[config.mk]
export PLATFORM = sky130hd
export DESIGN_NAME = line_adapter
export DESIGN_NICKNAME = d
export VERILOG_FILES = /design/src/rtl/line_adapter.sv
export SDC_FILE = /design/constraint.sdc
export NUM_CORES = 1
export LEC_CHECK = 0
export ABC_AREA = 0
export BUFFER_PORTS_ARGS = -buffer_cell sky130_fd_sc_hd__buf_2
export CORE_AREA = 2 2 281 283
export DETAILED_ROUTE_END_ITERATION = 10
export DIE_AREA = 0 0 283 285
export PLACE_DENSITY_LB_ADDON = 0.08
export SLEW_MARGIN = 20
export SYNTH_ARGS = -nofsm -noshare
export SYNTH_HDL_FRONTEND = slang
export SYNTH_SLANG_ARGS = --single-unit
[constraint.sdc]
create_clock -name clk -period 3.85 [get_ports clk]
set_clock_uncertainty 0.15 [all_clocks]
set_input_delay 0.1925 -clock clk [delete_from_list [all_inputs] [get_ports clk]]
set_output_delay 0.1925 -clock clk [all_outputs]
set_load 0.005 [all_outputs]
[src/rtl/line_adapter.sv]
// ============================================================================
// line_adapter
// ----------------------------------------------------------------------------
// Converts single-cycle-request cache line transactions (LINE_W bits) into
// multi-beat bursts of BEAT_W bits toward memory, and assembles read beats
// back into a full line.
//
// A request is accepted only in IDLE. Read wins over write. The burst address
// is the request address with bits [4:0] cleared, and it is held for the whole
// burst. Each cycle with burst_resp high moves one beat. After the final beat
// the adapter spends one cycle in RESP, pulsing pmem_resp, and then returns to
// IDLE.
//
// Parameters:
//   LINE_W  cache line width in bits (default 256)
//   BEAT_W  burst beat width in bits (default 64); BEATS = LINE_W / BEAT_W
//
// Ports:
//   clk            rising-edge clock
//   rst            synchronous reset, active low
//   pmem_address   line request address
//   pmem_read      line read request, held until pmem_resp
//   pmem_write     line write request, held until pmem_resp
//   pmem_wdata     line write data
//   pmem_rdata     assembled line read data; holds until the next read
//   pmem_resp      one-cycle completion pulse
//   pmem_err       (LINE_ADAPTER_TIMEOUT_EN only) stall abort flag, valid
//                  together with pmem_resp
//   burst_address  line-aligned burst address
//   burst_read     high for the whole read burst
//   burst_write    high for the whole write burst
//   burst_wdata    write beat for the current beat index
//   burst_rdata    read beat from memory
//   burst_resp     one beat accepted/returned per high cycle
//
// Optional feature (macro LINE_ADAPTER_TIMEOUT_EN):
//   Adds the pmem_err output and an 8-bit stall counter. If a burst sees 255
//   consecutive cycles without burst_resp, it aborts to RESP with pmem_err=1.
//   When the macro is not defined, bursts wait indefinitely.
// ============================================================================
module line_adapter #(
    parameter int LINE_W = 256,
    parameter int BEAT_W = 64
) (
    input  logic              clk,
    input  logic              rst,
    input  logic [31:0]       pmem_address,
    input  logic              pmem_read,
    input  logic              pmem_write,
    input  logic [LINE_W-1:0] pmem_wdata,
    output logic [LINE_W-1:0] pmem_rdata,
    output logic              pmem_resp,
`ifdef LINE_ADAPTER_TIMEOUT_EN
    output logic              pmem_err,
`endif
    output logic [31:0]       burst_address,
    output logic              burst_read,
    output logic              burst_write,
    output logic [BEAT_W-1:0] burst_wdata,
    input  logic [BEAT_W-1:0] burst_rdata,
    input  logic              burst_resp
);

    localparam int BEATS = LINE_W / BEAT_W;
    localparam int CNT_W = (BEATS > 1) ? $clog2(BEATS) : 1;
    localparam logic [CNT_W-1:0] LAST_BEAT = CNT_W'(BEATS - 1);

    typedef enum logic [1:0] {
        IDLE     = 2'd0,
        RD_BURST = 2'd1,
        WR_BURST = 2'd2,
        RESP     = 2'd3
    } state_t;

    state_t            r_state;
    state_t            w_next;
    logic [CNT_W-1:0]  r_cnt;
    logic [31:0]       r_addr;
    logic [LINE_W-1:0] r_wdata;
    logic [LINE_W-1:0] r_rdata;

    logic w_in_burst;
    logic w_last_beat;
    logic w_timeout;

    assign w_in_burst  = (r_state == RD_BURST) || (r_state == WR_BURST);
    assign w_last_beat = w_in_burst && burst_resp && (r_cnt == LAST_BEAT);

`ifdef LINE_ADAPTER_TIMEOUT_EN
    logic [7:0] r_stall;
    logic       r_err;

    // The stall counter reads k-1 in the k-th cycle without a response.
    // When it reads 254 and there is still no response, that is the 255th
    // silent cycle, so the burst aborts.
    assign w_timeout = w_in_burst && !burst_resp && (r_stall == 8'd254);
    assign pmem_err  = (r_state == RESP) && r_err;

    always_ff @(posedge clk) begin
        if (!rst) begin
            r_stall <= 8'd0;
            r_err   <= 1'b0;
        end else if (r_state == IDLE) begin
            r_stall <= 8'd0;
            if (pmem_read || pmem_write) begin
                r_err <= 1'b0;
            end
        end else if (w_in_burst) begin
            if (burst_resp) begin
                r_stall <= 8'd0;
            end else begin
                r_stall <= r_stall + 8'd1;
            end
            if (w_timeout) begin
                r_err <= 1'b1;
            end
        end
    end
`else
    assign w_timeout = 1'b0;
`endif

    // State register
    always_ff @(posedge clk) begin
        if (!rst) begin
            r_state <= IDLE;
        end else begin
            r_state <= w_next;
        end
    end

    // Next-state logic
    always_comb begin
        w_next = r_state;
        case (r_state)
            IDLE: begin
                if (pmem_read) begin
                    w_next = RD_BURST;
                end else if (pmem_write) begin
                    w_next = WR_BURST;
                end
            end
            RD_BURST, WR_BURST: begin
                if (w_last_beat || w_timeout) begin
                    w_next = RESP;
                end
            end
            RESP:    w_next = IDLE;
            default: w_next = IDLE;
        endcase
    end

    // Request latch, beat counter and read-line assembly
    always_ff @(posedge clk) begin
        if (!rst) begin
            r_cnt   <= '0;
            r_addr  <= 32'd0;
            r_wdata <= '0;
            r_rdata <= '0;
        end else begin
            case (r_state)
                IDLE: begin
                    // The counter is held at zero in IDLE, so every burst
                    // starts at beat 0.
                    r_cnt <= '0;
                    if (pmem_read || pmem_write) begin
                        r_addr <= pmem_address & 32'hFFFF_FFE0;
                    end
                    if (!pmem_read && pmem_write) begin
                        r_wdata <= pmem_wdata;
                    end
                end
                RD_BURST, WR_BURST: begin
                    if (burst_resp) begin
                        r_cnt <= (r_cnt == LAST_BEAT) ? '0 : r_cnt + CNT_W'(1);
                        if (r_state == RD_BURST) begin
                            for (int i = 0; i < BEATS; i++) begin
                                if (r_cnt == CNT_W'(i)) begin
                                    r_rdata[i*BEAT_W +: BEAT_W] <= burst_rdata;
                                end
                            end
                        end
                    end
                end
                default: ;
            endcase
        end
    end

    // Write beat mux: select the latched-line slice for the current beat
    always_comb begin
        burst_wdata = '0;
        for (int i = 0; i < BEATS; i++) begin
            if (r_cnt == CNT_W'(i)) begin
                burst_wdata = r_wdata[i*BEAT_W +: BEAT_W];
            end
        end
    end

    assign burst_address = r_addr;
    assign burst_read    = (r_state == RD_BURST);
    assign burst_write   = (r_state == WR_BURST);
    assign pmem_resp     = (r_state == RESP);
    assign pmem_rdata    = r_rdata;

endmodule

==> results_dict.tcl, run 1 <==
set metrics [dict create \
    postRouteWirelength_um 84800 \
    ys_ff_latch 543 \
    clkTransAtPathRegs_ns 0.05 \
    fp-row-count 103 \
    clk-insertion-delay-late_ns 0.59 \
    critical_path.cell_chain "inv_1 > ha_4 > buf_12 > buf_4 > a21oi_1 > o21ai_0 > a22o_1 > buf_2" \
    initial_utilization_pct 27.0 \
    synthesis_to_finish_area_growth_pct 46.6 \
    worstSetupPathType "flip-flop to output port" \
    setup_viol 0 \
    grt_setup_unrepaired "false" \
    post_cts_resized 0 \
    dp_hpwl_um 58200 \
    power.density_cell_area_nw_per_um2 504 \
    cp_top_family "buffers and inverters" \
    total_power_mw 15.6 \
    fin_ws_ns 0.635 \
    post-route-min-period_ns 3.22 \
    max-clock-path-buffers 3 \
    grt_remaining_overflow 0 \
    yosysWarnings 0 \
    cts_tree "built" \
    fin_nets 3982 \
    groute.usage.overall_pct 20.1 \
    reg2reg_to "pmem_rdata[48]" \
    final_cell_area_um2 30900 \
    setup_total_negative_slack_ns 0 \
    critPathCaptureType "output port" \
    detailedPlace.worstSlack_ns 1.16 \
    drt-pass1-iter-count 5 \
    grt_max_degree 147 \
    cts-buffers-inserted 68 \
    ctsRootBufferMaster "clkbuf_16" \
    netlist_instances 2697 \
    wire_per_inst_um 18.0 \
    die-height_um 285 \
    worst_ep_required_time_ns 3.51 \
    timing.critical_path.from "r_cnt[1]" \
    num_io_pins 712 \
    netlist-cell-type-count 33 \
    seq_area_frac_synth_pct 51.6 \
    timing.reg2reg.worst_path_depth 6 \
    slew_headroom_pct 38.7 \
    hp-class "primary input to flip-flop" \
    worst_path_largest_cell_delay_ns 0.66 \
    timing.final.crit_share_pct 83.5 \
    tightest_slew_ns 0.920 \
    cpMaxStageDelayCell "ha_4" \
    core_region_area_um2 78000 \
    largest_area_contributor_in_the_synthesized_netlist "dfxtp_1" \
    die_area_um2 80700 \
    max-cap-violations 0 \
    share_of_the_synthesized_area_in_the_top_cell_type_pct 51.6 \
    grt_first_pass_wirelength_um 128000 \
    grt_antenna_before_repair 12 \
    multi_input_gate_area_in_the_final_layout_um2 8690 \
    drt-vias-per-instance 4.60 \
    synth.avg_cell_area_um2 7.81 \
    maxSlewViolCount 0 \
    dr.first_iter.drc_count 1000 \
    critical_path.startpoint_type "flip-flop" \
    critical_path.n_buffers_inverters 4 \
    worst_ep_arrival_time_ns 2.87 \
    worst_ir_drop_vdd_mv 0.277 \
    post_route_cells_drive_above_1_share_pct 23.5 \
    leak_nw 12.7 \
    h-tree-depth 3 \
    placement.io_buffers 701 \
    ff_latch_area_um2 10900 \
    dpl_cell_area_um2 25100 \
    cts_hold_buf 352 \
    r2r_setup_slack_ns 1.22 \
    timing.rr.start "r_state[0]" \
    clock-sinks 543 \
    mappedNetlistArea_um2 21100 \
    fillers 8230 \
    number_of_global_route_vias_before_repair 21400 \
    final_count_of_hold_timing_violations 0 \
    detail_route.drc_violations 0 \
    cts.repair_timing.setup_buffer_count 0 \
    status "complete, no violations" \
    horizontal_die_dimension_um 283 \
    critPathMaxFanout 70 \
    vias 21700 \
    maxClockFrequency_mhz 311 \
    cp_num_cells 8 \
    ant_nets 0 \
    capture_point_of_the_worst_path "burst_wdata[30]" \
    synth_area_leaders "dfxtp_1 (52%), nand2_1 (15%), a21oi_1 (11%)" \
    routabilityCongestion 0.814 \
]
## per-layer routing
layer	up-vias	track usage, %	share of wire, %
li1	10800	-	-
met1	10100	25.0	43
met3	147	4.42	5.4
met5	-	0	0
met2	586	34.4	48
met4	0	6.78	3.3
## Yosys cell counts
cell type and number:
nand2_1 816, dfxtp_1 543, a21oi_1 465, o21ai_0 252, nand3_1 193, clkbuf_1 98
buf_2 71, inv_1 68, a22o_1 64, buf_6 30, buf_1 21, buf_4 21
a21oi_2 10, nand2_2 10, ha_1 8, o21ai_1 4, nand4_1 3, nor2_1 3
a32oi_1 2, mux2i_1 2, a221oi_1 1, and3b_1 1, and4_1 1, buf_8 1
conb_1 1, inv_2 1, mux2_2 1, nand2b_1 1, nand3b_1 1, nand4_2 1
o21a_1 1, o21ai_2 1, o2bb2ai_1 1
## how the worst min path moves through the flow
stage,from,end,slack [ns],cells after the start
global placement,pmem_wdata[93],r_wdata[93],0.28,3
global route,rst,r_state[0],0.19,3
finish,rst,r_state[0],0.14,3
detailed placement,pmem_address[12],burst_address[12],0.29,3
CTS,rst,r_state[0],0.12,3
floorplan,pmem_wdata[10],r_wdata[10],0.17,2
## registers in the layout (all words and copies together), names as in the netlist
signal and flops:
pmem_rdata 256, burst_address 27, r_state 2, r_cnt 2
r_wdata 256
## kinds of logic after synthesis
logic type | after synthesis | synth area share, %
compound gates | 801 | 20.5
fa+ha+maj | 8 | 0.476
buf+inv | 311 | 7.47
flops | 543 | 51.6
mux | 3 | 0.149
other cells | 1 | 0.0178
simple gates | 1030 | 19.8
## area by class of cell
cell class,instances,area share (%)
multi-input cells,1847,28.2
inverters,69,0.864
well taps,1050,4.26
clock buffers,104,6.44
clock inverters,13,0.592
repair buffers,1088,24.4
flip-flops and latches,543,35.2
diodes,9,0.0730
## tightest hold or removal path, cell delays in order
cell      delay [ns]
clkbuf_8        0.38
nand2_1         0.16
mux2i_1         0.06
## cell usage in the layout, fill, tap and decap left out, drive strengths merged, types with 4 or more instances in the layout
master	count
o21ai	257
nand4	4
ha	8
a22o	64
conb	5
a21oi	475
clkbuf	105
dfxtp	543
diode	9
dlygate4sd3	352
nand2	826
inv	75
buf	735
nand3	193
clkinv	5
## power by group
| group | switching, mW | internal (mW) |
|---|---|---|
| Clock | 2.55 | 3.71 |
| Sequential | 0.202 | 6.02 |
| Combinational | 1.87 | 1.20 |
| Total | 4.63 | 10.9 |
## stage by stage
step | instances | hold slack (ns) | util (%)
floorplan | 2701 | 0.169 | -
global placement | 4245 | 0.284 | 32.2
detailed placement | 4245 | 0.289 | 32.2
CTS | 4714 | 0.118 | 39.5
global route | 4723 | 0.187 | 39.6
finish | 4723 | 0.143 | 39.6
(Power assumes the default switching activity.)
==> run 2, diff against run 1 <==
ABC_AREA = 1   (was 0)
CORE_AREA = 2 2 280 282   (was 2 2 281 283)
DIE_AREA = 0 0 282 284   (was 0 0 283 285)
clock period = 2.9 ns   (was 3.85 ns; I/O delays follow)
==> run 2 against run 1 <==
Compared with the run above: wire length up 11%; register-to-register slack got worse by 0.80 ns; cell count rose by 9.6%; highest routed layer is now met5.
==> results_dict.tcl, run 2 <==
set metrics [dict create \
    timing.reg2reg.worst_path_depth 6 \
    postRouteWirelength_um 93900 \
    ctsRootBufferMaster "clkbuf_16" \
    routabilityCongestion 0.796 \
    post-synth-top-count-cell "nor2_1" \
    post_route_cells_drive_above_1_share_pct 21.5 \
    synth-adder-area-share_pct 0.449 \
    fin_nets 4435 \
    ant_nets 0 \
    p_int_mw 15.4 \
    grt_remaining_overflow 0 \
    post-route-min-period_ns 2.76 \
    detail_route.drc_violations 0 \
    die-height_um 284 \
    clock-sinks 543 \
    timing.final.crit_share_pct 95.3 \
    vias 23600 \
    critical_path.startpoint_type "flip-flop" \
    synth-simple-area-share_pct 29.6 \
    cts-buffers-inserted 67 \
    r2r_setup_slack_ns 0.42 \
    critPathCaptureType "output port" \
    mappedNetlistArea_um2 22300 \
    power.density_cell_area_nw_per_um2 698 \
    maxClockFrequency_mhz 362 \
    total_power_mw 22.7 \
    share_of_the_synthesized_area_in_the_top_cell_type_pct 48.8 \
    tightest_slew_ns 0.924 \
    setup_viol 0 \
    placement.io_buffers 701 \
    largest_area_contributor_in_the_synthesized_netlist "dfxtp_1" \
    place.detailed.instances 4658 \
    core_region_area_um2 77000 \
    groute.usage.overall_pct 22.6 \
    mostFrequentLayoutCell "nor2_1" \
    worst_hold_startpoint "pmem_write" \
    num_io_pins 712 \
    reg2reg_to "r_wdata[26]" \
    netlist-cell-type-count 24 \
    cts.repair_timing.setup_buffer_count 0 \
    dp_hpwl_um 61700 \
    die_area_um2 80100 \
    p_clk_share_pct 37.6 \
    grt_setup_unrepaired "false" \
    timing.rr.start "r_state[0]" \
    hp-class "primary input to flip-flop" \
    share_of_power_burned_in_combinational_logic_pct 24.2 \
    wire_per_inst_um 18.1 \
    drt-pass1-iter-count 5 \
    grt_antenna_before_repair 15 \
    worst_ir_drop_vdd_mv 0.455 \
    drt-vias-per-instance 4.56 \
    horizontal_die_dimension_um 282 \
    synth_enable_flop_cells 0 \
    critPathMaxFanout 36 \
    status "complete, no violations" \
    fillers 8221 \
    synth_area_leaders "dfxtp_1 (49%), nor2_1 (14%), nand2_1 (8.9%)" \
    netlist_instances 3115 \
    yosys.area_share.xor_xnor_pct 0 \
    synthesis_to_finish_area_growth_pct 45.9 \
    netlist_top_cells_count "nor2_1 (827), dfxtp_1 (543), nand2_1 (528)" \
    leak_nw 15.6 \
    dominantRegCellSynth "dfxtp_1" \
    hold_depth 5 \
    worst_hold_path.endpoint "r_wdata[63]" \
    clk-insertion-delay-late_ns 0.61 \
    fp-row-count 102 \
    worst_ep_required_time_ns 2.61 \
    most_frequent_cells_in_the_layout "nor2_1 (827), buf_2 (699), dfxtp_1 (541)" \
    setup_total_negative_slack_ns 0 \
    synth_top_family_by_area "simple AND/OR/NAND/NOR gates" \
    synthesized_area_fraction_occupied_by_ao_oa_aoi_and_oai_cells_pct 12.3 \
    cts_tree "built" \
    synth_async_sr_flop_share_pct 0 \
    final_count_of_hold_timing_violations 0 \
    seq_area_frac_synth_pct 48.8 \
    muxShareOfSynthArea_pct 0 \
    power.share.switching_pct 32.1 \
    h-tree-depth 3 \
    initial_utilization_pct 29.0 \
    max-cap-violations 0 \
    slew_headroom_pct 38.4 \
    ys_ff_latch 543 \
    number_of_global_route_vias_before_repair 23500 \
    grt_max_degree 105 \
    maxSlewViolCount 0 \
    layout.cells.non_filler 5176 \
    max-clock-path-buffers 3 \
    worst_ep_arrival_time_ns 2.47 \
    yosysWarnings 0 \
    switchingPower_mw 7.28 \
    synth.avg_cell_area_um2 7.15 \
    grt_first_pass_wirelength_um 142000 \
    p_seq_share_pct 38.2 \
    dr.first_iter.drc_count 1411 \
    worstSetupPathType "flip-flop to output port" \
    clkTransAtPathRegs_ns 0.06 \
]
==> run 2: cells by family (layout without fill, tap and decap cells) <==
group	Yosys count	after routing
adder cells (fa/ha/maj)	8	8
other	1	20
AND/OR/NAND/NOR	1620	1620
AO/OA/AOI/OAI	544	544
flip-flops	543	543
buffers and inverters	399	1401
==> run 2: critical path: stages, from the launching register on <==
cell and delay [ns]:
dfxtp_2 0.39, inv_1 0.13, ha_4 0.20, inv_4 0.16, buf_12 0.24, nand3_1 0.09, nand3_1 0.22, nand2_1 0.12
o21ai_0 0.10, buf_2 0.19
==> run 2: final cells by class <==
cell class                 count  area, um2  area share, %
clock buffer                 103       2010           6.19
timing repair buffer        1136       7970           24.5
multi-input combinational   2177       9540           29.4
inverter                     145        552           1.70
tap                         1040       1300           4.00
sequential                   543      10900           33.4
clock inverter                17        226          0.696
antenna                       15       37.5          0.115
==> run 2: how the worst max path moves through the flow <==
stage | start | end | slack [ns]
floorplan | r_state[0] | pmem_rdata[10] | 1.23
global placement | r_cnt[0] | pmem_rdata[246] | 0.60
detailed placement | r_cnt[0] | pmem_rdata[241] | 0.58
CTS | r_cnt[1] | burst_wdata[62] | 0.01
global route | r_cnt[0] | burst_wdata[62] | 0.02
finish | r_cnt[1] | burst_wdata[62] | 0.14
==> run 2: timing repair <==
action,CTS,global route
hold buffers,383,0
endpoints found under the setup margin,6,6
pin swaps,0,0
cloned,0,0
resized for setup,3,2
hold endpoints to repair,543,0
==> run 2: per-stage QoR <==
step	cell area [um2]	utilization [%]	hold WS, ns	setup WS (ns)
finish	32500	42.3	0.0667	0.137
global route	32500	42.2	0.0837	0.0151
CTS	32500	42.2	0.0311	0.0127
detailed placement	26400	34.3	0.221	0.582
global placement	26400	34.3	0.218	0.601
floorplan	22300	-	0.130	1.23
==> run 2: power by group through the flow <==
stage	Clock, mW	Combinational, mW	Sequential (mW)
floorplan	0	2.95	8.81
global placement	0	5.04	8.82
detailed placement	0	5.04	8.82
CTS	8.78	5.56	8.67
global route	9.02	6.15	8.77
finish	8.53	5.50	8.68
==> run 2: metal layers <==
layer,vias to the layer above,global-route usage (%),part of all wire (%)
met3,168,6.50,7.1
li1,11900,-,-
met4,2,8.24,3.6
met5,-,0,0.013
met2,631,36.7,46
met1,10900,28.4,44
==> run 3, diff against run 2 <==
RECOVER_POWER = 25   (was default)
==> run 3 against run 2 <==
Compared with the run above: first-iteration DRC count grew 2.4%; wire length is essentially flat; largest cell class unchanged; fmax is essentially flat; sequential cell count is the same; critical path depth is the same; sequential power is essentially flat; critical path type unchanged; power shrank 0.19%; non-clock buffer count is the same.
==> results_dict.tcl, run 3 (synthesis gave the netlist of run 2 again) <==
set metrics [dict create \
    worst_ep_arrival_time_ns 2.47 \
    fillers 8294 \
    final_count_of_hold_timing_violations 0 \
    post-route-min-period_ns 2.76 \
    clkTransAtPathRegs_ns 0.06 \
    ant_nets 0 \
    num_io_pins 712 \
    vias 23600 \
    cts-buffers-inserted 67 \
    synthesis_to_finish_area_growth_pct 45.0 \
    tightest_slew_ns 0.929 \
    critPathCaptureType "output port" \
    final_cell_area_um2 32300 \
    ctsRootBufferMaster "clkbuf_16" \
    cts_tree "built" \
    clk-insertion-delay-late_ns 0.61 \
    cp_common_cell "nand3_1" \
    critical_path.startpoint_type "flip-flop" \
    grt_remaining_overflow 0 \
    total_power_mw 22.7 \
    setup_total_negative_slack_ns 0 \
    horizontal_die_dimension_um 282 \
    dpl_cell_area_um2 26400 \
    layout.cells.non_filler 5176 \
    drt-vias-per-instance 4.55 \
    hp-class "primary input to flip-flop" \
    dr.first_iter.drc_count 1445 \
    h-tree-depth 3 \
    placement.io_buffers 701 \
    leak_nw 14.9 \
    die_area_um2 80100 \
    routabilityCongestion 0.796 \
    clock-sinks 543 \
    drt-pass1-iter-count 5 \
    fp-row-count 102 \
    critPathMaxFanout 36 \
    max-cap-violations 0 \
    setup_viol 0 \
    slew_headroom_pct 38.0 \
    grt_max_degree 105 \
    mostFrequentLayoutCell "nor2_1" \
    status "complete, no violations" \
    worst_ep_required_time_ns 2.61 \
    fin_util_pct 42.0 \
    die-height_um 284 \
    worstSetupPathType "flip-flop to output port" \
    fin_ws_ns 0.137 \
    place.detailed.instances 4658 \
    max-clock-path-buffers 3 \
    initial_utilization_pct 29.0 \
    worst_ir_drop_vdd_mv 0.454 \
    critical_path.cell_chain "inv_1 > ha_4 > inv_4 > buf_12 > nand3_1 > nand3_1 > nand2_1 > o21ai_0 > buf_2" \
    number_of_global_route_vias_before_repair 23500 \
    worst_path_largest_cell_delay_ns 0.39 \
    grt_antenna_before_repair 15 \
    maxSlewViolCount 0 \
    detail_route.drc_violations 0 \
    power.density_cell_area_nw_per_um2 701 \
    dp_hpwl_um 61700 \
    timing.final.crit_share_pct 95.3 \
    detailedPlace.worstSlack_ns 0.582 \
    wire_per_inst_um 18.1 \
    groute.usage.overall_pct 22.6 \
    grt_first_pass_wirelength_um 142000 \
    fin_hold_ws_ns 0.0674 \
    postRouteWirelength_um 93800 \
    grt_setup_unrepaired "false" \
    post_route_cells_drive_above_1_share_pct 17.4 \
    core_region_area_um2 77000 \
    most_frequent_cells_in_the_layout "nor2_1 (827), dfxtp_1 (541), buf_2 (530)" \
    cts.repair_timing.setup_buffer_count 0 \
    fin_nets 4435 \
    maxClockFrequency_mhz 362 \
    cpMaxStageDelayCell "dfxtp_2" \
]
## run 3: cell types whose count changed in the layout (fill, tap and decap cells not counted)
cell | before | now
buf_2 | 699 | 530
clkbuf_1 | 16 | 184
buf_1 | 0 | 1
## run 3: routing by layer
layer  part of all wire (%)  wire length (um)  track usage (%)
met5                  0.013                12                0
met4                    3.6              3350             8.24
met3                    7.0              6600             6.50
met2                     46             43000             36.7
met1                     44             40800             28.4
## run 3: final cells by class
class | count | area (um2) | share of cell area [%]
flip-flops and latches | 543 | 10900 | 33.7
multi-input cells | 2177 | 9540 | 29.5
well taps | 1040 | 1300 | 4.03
clock inverters | 17 | 226 | 0.701
clock buffers | 103 | 2010 | 6.23
diodes | 15 | 37.5 | 0.116
inverters | 145 | 552 | 1.71
repair buffers | 1136 | 7760 | 24.0
## run 3: power breakdown
group          switching (mW)  internal [mW]  total (mW)
Combinational            3.42           2.03        5.45
Clock                    3.52           5.01        8.52
Sequential              0.349           8.33        8.68
## run 3: path summary, 6_finish.rpt
kind                                         to   startpoint  slack [ns]  cells after the start
worst max-delay path            burst_wdata[62]     r_cnt[1]        0.14                      9
worst min-delay path                r_wdata[63]   pmem_write        0.07                      5
worst max register to register      r_wdata[26]   r_state[0]        0.42                      6
worst min register to register      r_wdata[75]  r_wdata[75]        0.31                      2
## run 3: what timing repair did
| action | in CTS | in global routing |
|---|---|---|
| hold buffers | 383 | 0 |
| setup endpoints to repair | 6 | 6 |
| gates resized for setup | 3 | 2 |
| endpoints found under the hold margin | 543 | 0 |
## run 3: critical path: cells and delay by family, from the launching register on
kind	cells	cell delay, ns
compound gates	1	0.10
fa+ha+maj	1	0.20
flops	1	0.39
buf+inv	4	0.72
simple gates	3	0.43
